<file path="config.mk">
export PLATFORM = sky130hd
export DESIGN_NAME = rca_pipe
export DESIGN_NICKNAME = d
export VERILOG_FILES = /design/src/rtl/rca_pkg.sv /design/src/rtl/rca_pipe_fa_cell.sv /design/src/rtl/rca_pipe.sv
export SDC_FILE = /design/constraint.sdc
export NUM_CORES = 1
export LEC_CHECK = 0
export ABC_AREA = 1
export CAP_MARGIN = 25
export CORE_ASPECT_RATIO = 0.6
export CORE_UTILIZATION = 26
export CTS_CLUSTER_SIZE = 16
export DETAILED_ROUTE_END_ITERATION = 12
export GPL_ROUTABILITY_DRIVEN = 1
export GPL_TIMING_DRIVEN = 1
export HOLD_SLACK_MARGIN = 0.03
export MAX_ROUTING_LAYER = met4
export PLACE_DENSITY = 0.4
export SLEW_MARGIN = 20
export SYNTH_ARGS = -nofsm -noshare
export SYNTH_HDL_FRONTEND = slang
export SYNTH_HIERARCHICAL = 1
export SYNTH_SLANG_ARGS = --single-unit
</file>
<file path="constraint.sdc">
create_clock -name clk -period 15 [get_ports clk]
set_input_delay 1.5 -clock clk [delete_from_list [all_inputs] [get_ports clk]]
set_output_delay 1.5 -clock clk [all_outputs]
set_load 0.1 [all_outputs]
</file>
<file path="src/rtl/rca_pkg.sv">
// rtl/rca_pkg.sv - shared constants and stage control payload for the pipelined adder
package rca_pkg;

    localparam int DEF_WIDTH = 16;
    localparam int DEF_SEG   = 4;

    // Per-stage control travelling alongside the operand/sum registers.
    // msb_ci is the carry into the top bit of the segment just resolved;
    // only the last stage's copy is used, to form signed overflow.
    typedef struct packed {
        logic valid;
        logic carry;
        logic msb_ci;
    } stage_ctl_t;

endpackage

</file>
<file path="src/rtl/rca_pipe_fa_cell.sv">
// rtl/rca_pipe_fa_cell.sv - one-bit full adder used to build each segment's ripple chain
module fa_cell (
    input  logic a,
    input  logic b,
    input  logic ci,
    output logic s,
    output logic co
);

    assign s  = a ^ b ^ ci;
    assign co = (a & b) | (ci & (a ^ b));

endmodule

</file>
<file path="src/rtl/rca_pipe.sv">
// rtl/rca_pipe.sv - pipelined ripple-carry adder/subtractor, one SEG-bit segment per clock
module rca_pipe
    import rca_pkg::*;
#(
    parameter int WIDTH = DEF_WIDTH,
    parameter int SEG   = DEF_SEG
) (
    input  logic             clk,
    input  logic             rst,
    input  logic             in_valid,
    output logic             in_ready,
    input  logic [WIDTH-1:0] a,
    input  logic [WIDTH-1:0] b,
    input  logic             cin,
    input  logic             sub,
    output logic             out_valid,
    input  logic             out_ready,
    output logic [WIDTH-1:0] sum,
    output logic             cout,
    output logic             ovf
);

    localparam int STAGES = WIDTH / SEG;

    // Index 0 is the input capture register; index k+1 holds the beat after
    // segment k has been resolved. Operands are only needed up to the last
    // resolving stage, so they stop one entry short.
    stage_ctl_t       ctl_q [STAGES+1];
    logic [WIDTH-1:0] s_q   [STAGES+1];
    logic [WIDTH-1:0] a_q   [STAGES];
    logic [WIDTH-1:0] b_q   [STAGES];

    logic [SEG-1:0]   seg_sum [STAGES];
    logic             seg_co  [STAGES];
    logic             seg_cm  [STAGES];

    logic             adv;
    logic [WIDTH-1:0] b_eff;
    logic             c0;

    // Whole pipeline advances together; a stalled output freezes every stage.
    assign adv      = !ctl_q[STAGES].valid || out_ready;
    assign in_ready = adv;

    // Subtraction is a + ~b + 1; the caller's carry-in is ignored then.
    assign b_eff = sub ? ~b : b;
    assign c0    = sub ? 1'b1 : cin;

    // Segment adders: stage g ripples bits [g*SEG +: SEG] from its incoming carry.
    for (genvar g = 0; g < STAGES; g++) begin : g_stage
        for (genvar i = 0; i < SEG; i++) begin : g_bit
            logic ci;
            logic co;
            if (i == 0) begin : g_first
                assign ci = ctl_q[g].carry;
            end else begin : g_rest
                assign ci = g_bit[i-1].co;
            end
            fa_cell u_fa (
                .a  (a_q[g][g*SEG + i]),
                .b  (b_q[g][g*SEG + i]),
                .ci (ci),
                .s  (seg_sum[g][i]),
                .co (co)
            );
        end
        assign seg_co[g] = g_bit[SEG-1].co;
        assign seg_cm[g] = g_bit[SEG-1].ci;
    end

    // Pipeline registers: load on advance, hold on stall, clear on reset.
    always_ff @(posedge clk) begin
        if (rst) begin
            for (int k = 0; k <= STAGES; k++) begin
                ctl_q[k] <= '0;
                s_q[k]   <= '0;
            end
            for (int k = 0; k < STAGES; k++) begin
                a_q[k] <= '0;
                b_q[k] <= '0;
            end
        end else if (adv) begin
            ctl_q[0] <= '{valid: in_valid, carry: c0, msb_ci: 1'b0};
            a_q[0]   <= a;
            b_q[0]   <= b_eff;
            for (int k = 1; k < STAGES; k++) begin
                a_q[k] <= a_q[k-1];
                b_q[k] <= b_q[k-1];
            end
            for (int k = 0; k < STAGES; k++) begin
                ctl_q[k+1] <= '{valid: ctl_q[k].valid, carry: seg_co[k], msb_ci: seg_cm[k]};
                s_q[k+1]   <= s_q[k];
                s_q[k+1][k*SEG +: SEG] <= seg_sum[k];
            end
        end
    end

    assign out_valid = ctl_q[STAGES].valid;
    assign sum       = s_q[STAGES];
    assign cout      = ctl_q[STAGES].carry;
    assign ovf       = ctl_q[STAGES].msb_ci ^ ctl_q[STAGES].carry;

endmodule
</file>
* Word-level counts from Yosys, hierarchy flattened
Memory sizes are Yosys's and may differ from the RTL's. Cells that the tools add are included.
Cells by class: reduce and logical (&&, ||, !) cells 2, bitwise operators 103, muxes and demuxes 28
Operator list (count):
- 2-to-1 mux 16 bit | 13
- bitwise OR 1 bit | 37
- XOR 1 bit | 33
- AND 1 bit | 32
- 2-to-1 mux 4 bit | 4
- NOT 16 bit | 1
- 2-to-1 mux 3 bit | 5
- 2-to-1 mux 1 bit | 6
- logical NOT 1 bit | 1
- logical OR 1 bit | 1
Word-level totals: memory bits (writable) 223, register bits 0, input bits 38, output and inout bits 20, memories 4
Memories:
- s_q | depth 5, width 16, rd ports 5, clocked after Yosys merged registers in 0, wr ports 5, line rca_pipe.sv:29 | logic [WIDTH-1:0] s_q [STAGES+1];
- a_q | depth 4, width 16, rd ports 4, clocked after Yosys merged registers in 0, wr ports 4, line rca_pipe.sv:30 | logic [WIDTH-1:0] a_q [STAGES];
- b_q | depth 4, width 16, rd ports 4, clocked after Yosys merged registers in 0, wr ports 4, line rca_pipe.sv:31 | logic [WIDTH-1:0] b_q [STAGES];
- ctl_q | depth 5, width 3, rd ports 5, clocked after Yosys merged registers in 0, wr ports 5, line rca_pipe.sv:28 | stage_ctl_t ctl_q [STAGES+1];

* Depth between registers and ports, before layout
depth after elaboration 10, mapped depth 6

* Cells and area by module
Netlist, hierarchy kept.
Modules (own cells, without submodules):
- rca_pipe | area each 6173.4 um2, times used 1, seq. area each 3933.8 um2, cells an instance 481
- fa_cell | area each 20.0 um2, times used 16, seq. area each 0.0 um2, cells an instance 1

* Worst setup path after synthesis
Ideal clock, no wire load.
path kind input port to flip-flop, from input rst, to memory a_q[0][0] (netlist bit), enable pin, library setup time 1.458 ns, required time 13.542 ns, stages on the path 2, slack 9.022 ns, path buffers 0, data arrival time 4.519 ns, cell sequence inv_1 nand3_1
RTL lines:
- start: declaration | line rca_pipe.sv:9 | input logic rst,
- end: declaration | line rca_pipe.sv:30

* Final worst setup path
from input out_ready, to output in_ready
On the way: longest elaborated chain between the ends 1
Ends and longest elaborated chain:
- start: declaration | line rca_pipe.sv:17 | input logic out_ready,
- logical OR 1 bit | line rca_pipe.sv:42 | assign adv = !ctl_q[STAGES].valid || out_ready;
- end: declaration | line rca_pipe.sv:11 | output logic in_ready,
Every way passes these cells.

==> impl_metrics.ini <==
[power]
p_seq_share_pct = 48.4
ir_drop_mv = 0.0629
p_sw_share_pct = 23.5
cellLeakagePower_uw = 0.00301
clkPwrFrac_pct = 41.4
p_int_uw = 683
power.switching_uw = 210
combPwrFrac_pct = 10.2
power_density_nw_per_um2 = 116

[grt]
grt_antenna_before_repair = 0
grt_pass1_wl_um = 15200
grt_max_degree = 78
grt_pass1_vias = 3100
grt_use_total_pct = 8.10
grt_overflow = 0

[routing]
wl_per_cell_um = 10.4
via_count = 3079
dr.pass1.iters = 5
ant_nets = 0
wl_um = 9160
avgViaCountPerCell = 3.50
drc = 0
drtIter0Drc = 155

[clock_tree]
cts_resized = 0
root_buffer = clkbuf_16
clockBufferDepth = 2
cts_sinks = 131
cts-buffers-inserted = 17
clk_latency_ps = 410
post_cts_buffers = 0
cts_hold_buf = 0
cts.clk_slew.worst_paths_ps = 50
cts_tree = done
h-tree-depth = 4

[floorplan]
design.core.area_um2 = 24300
die_area_um2 = 25600
fp.dieW_um = 206
num_rows = 44
start_util_pct = 26.7
die_y_um = 124
io_pins = 58

[cells_and_area]
diodes = 0
layout-drive-gt1-share_pct = 21.5
final_cell_area_um2 = 7690
nNetsFinal = 598
fillCellCount = 2505
syn_to_final_growth_pct = 18.4
multiInputGateArea_um2 = 1720
register_area_um2 = 3930

[timing]
drv_slew = 0
finalCritPeriodShare_pct = 31.9
setup_violations = 0
tns_ps = 0
worst_pin_slew_ps = 1000
relSlewSlack_pct = 32.8
period_needed_ps = 4780
max_freq_ghz = 0.209
finClkSkew_ps = 7.86
hold_violations = 0
whs_ps = 548
rsz0062_at_grt = false

[flow_run]
drv_cap = 0

[critical_path]
crit_required_ps = 13500
crit_family = buffers and inverters
r2r_cells = 5
critPathBufInv = 3
path_cells = clkdlybuf4s50_1 > inv_2 > nand2_2 > clkdlybuf4s50_1
cp_max_fo = 2
r2r_start = ctl_q[0][14]$_SDFFCE_PN0P_
crit_type = primary input to output pin
worstPathArrival_ps = 3280
critical_path.startpoint_type = primary input
rrSetupSlack_ps = 11870
cpMaxStageDelayCell = clkdlybuf4s50_1
worst_path_most_repeated_cell = clkdlybuf4s50_1
slowest_delay_ps = 1150
crit_path_end_kind = output pin
r2r-end = ctl_q[0][7]$_SDFFCE_PN0P_

[placement]
io_buffers = 57
placed_area_um2 = 7150
hpwl_um = 5730
gp_congestion = 0.699

[hold_path]
hold_class = flop to flop
hold_end = a_q[2][15]$_SDFFCE_PN0P_
min_from = a_q[1][15]$_SDFFCE_PN0P_
hold_depth = 2

[logic_synthesis]
ys_seq_area_share_pct = 60.6
yosys_warnings = 6
syn_nets = 551
synthDistinctLibCells = 14
synth-seq-cells = 131
syn_avg_cell_area_um2 = 13.1
yosysTopAreaCellShare_pct = 60.6
syn-cell-area_um2 = 6490
synth_top_cell_by_area = edfxtp_1
syn_inst = 497
synth_area_leaders = edfxtp_1, nor2_4, inv_1

[status]
status = finished, final reports clean
-- worst max-delay path by stage --
stage                     startpoint                 endpoint  slack (ps)  cells after the start
after detailed placement   out_ready                 in_ready       10210                      4
after floorplan                  rst  a_q[0][0]$_SDFFCE_PN0P_        9020                      2
after global routing       out_ready                 in_ready       10170                      4
after CTS                  out_ready                 in_ready       10210                      4
after global placement     out_ready                 in_ready       10200                      4
final                      out_ready                 in_ready       10220                      4
-- flip-flops by register name, summed over array words and instances, names as in the netlist --
signal,count
ctl_q,11
a_q,40
b_q,40
s_q,40
-- power groups by stage --
stage | clock network, µW | logic [µW] | registers (µW)
after floorplan | 0 | 78.6 | 439
after global placement | 0 | 92.6 | 440
after detailed placement | 0 | 93.3 | 441
after CTS | 382 | 93.6 | 433
after global routing | 396 | 101 | 435
final | 369 | 91.3 | 432
-- cells by family (layout without fill, tap and decap cells) --
group	Yosys count	count (layout)	synth area share (%)
buffers and inverters	166	226	13.2
AND/OR/NAND/NOR	183	183	21.2
XOR/XNOR	1	1	0.135
adder cells (fa/ha/maj)	16	16	4.93
flip-flops	131	131	60.6
-- worst reg2reg max path, stage by stage (launching register included) --
cell and delay, ps:
edfxtp_1 430, nand2_2 130, nand2_8 660, buf_4 870
buf_4 650, nor2_1 120
-- per-layer routing --
layer | vias to the layer above | wire length (µm) | track usage [%]
met5 | - | 0 | -
met3 | 8 | 450 | 3.48
li1 | 1566 | - | -
met2 | 49 | 4240 | 12.0
met1 | 1456 | 4390 | 9.71
met4 | 0 | 87 | 3.11
-- cell usage in the layout, fill, tap and decap left out --
cell type and count:
nor2_1 42, buf_12 1, clkbuf_1 8, fa_1 16
clkinvlp_4 1, edfxtp_1 131, buf_4 3, nand2_2 1
inv_1 131, nand2_8 1, bufinv_16 1, nand2_1 48
inv_2 2, xor2_1 1, nand3_4 1, clkinv_2 2
clkinv_1 3, clkdlybuf4s50_1 57, clkbuf_16 17, nor2_4 90
-- synth_stat cells --
cell type and n:
nor2_1 42, nand2_4 1, nand2_1 48, fa_1 16, xor2_1 1, inv_2 2
buf_12 10, buf_2 6, edfxtp_1 131, buf_4 17, nand3_1 1, nor2_4 90
inv_1 131, nand2_2 1
-- metrics by stage --
| stage | setup slack [ps] | util [%] | total power (µW) | cells |
|---|---|---|---|---|
| 2_1_floorplan | 9020 | - | 518 | 497 |
| 5_1_grt | 10170 | 31.6 | 932 | 879 |
| 6_report | 10220 | 31.6 | 893 | 879 |
| 3_3_place_gp | 10200 | 29.4 | 533 | 846 |
| 4_1_cts | 10210 | 31.5 | 908 | 878 |
| 3_5_place_dp | 10210 | 29.4 | 534 | 846 |
-- cell type report --
type	count	area share, %
Clock inverter	7	0.765
Sequential cell	131	51.2
Clock buffer	25	5.92
Timing Repair Buffer	61	7.98
Inverter	133	6.49
Tap cell	322	5.24
Multi-Input combinational cell	200	22.4
Power figures use the tool's default switching activity.
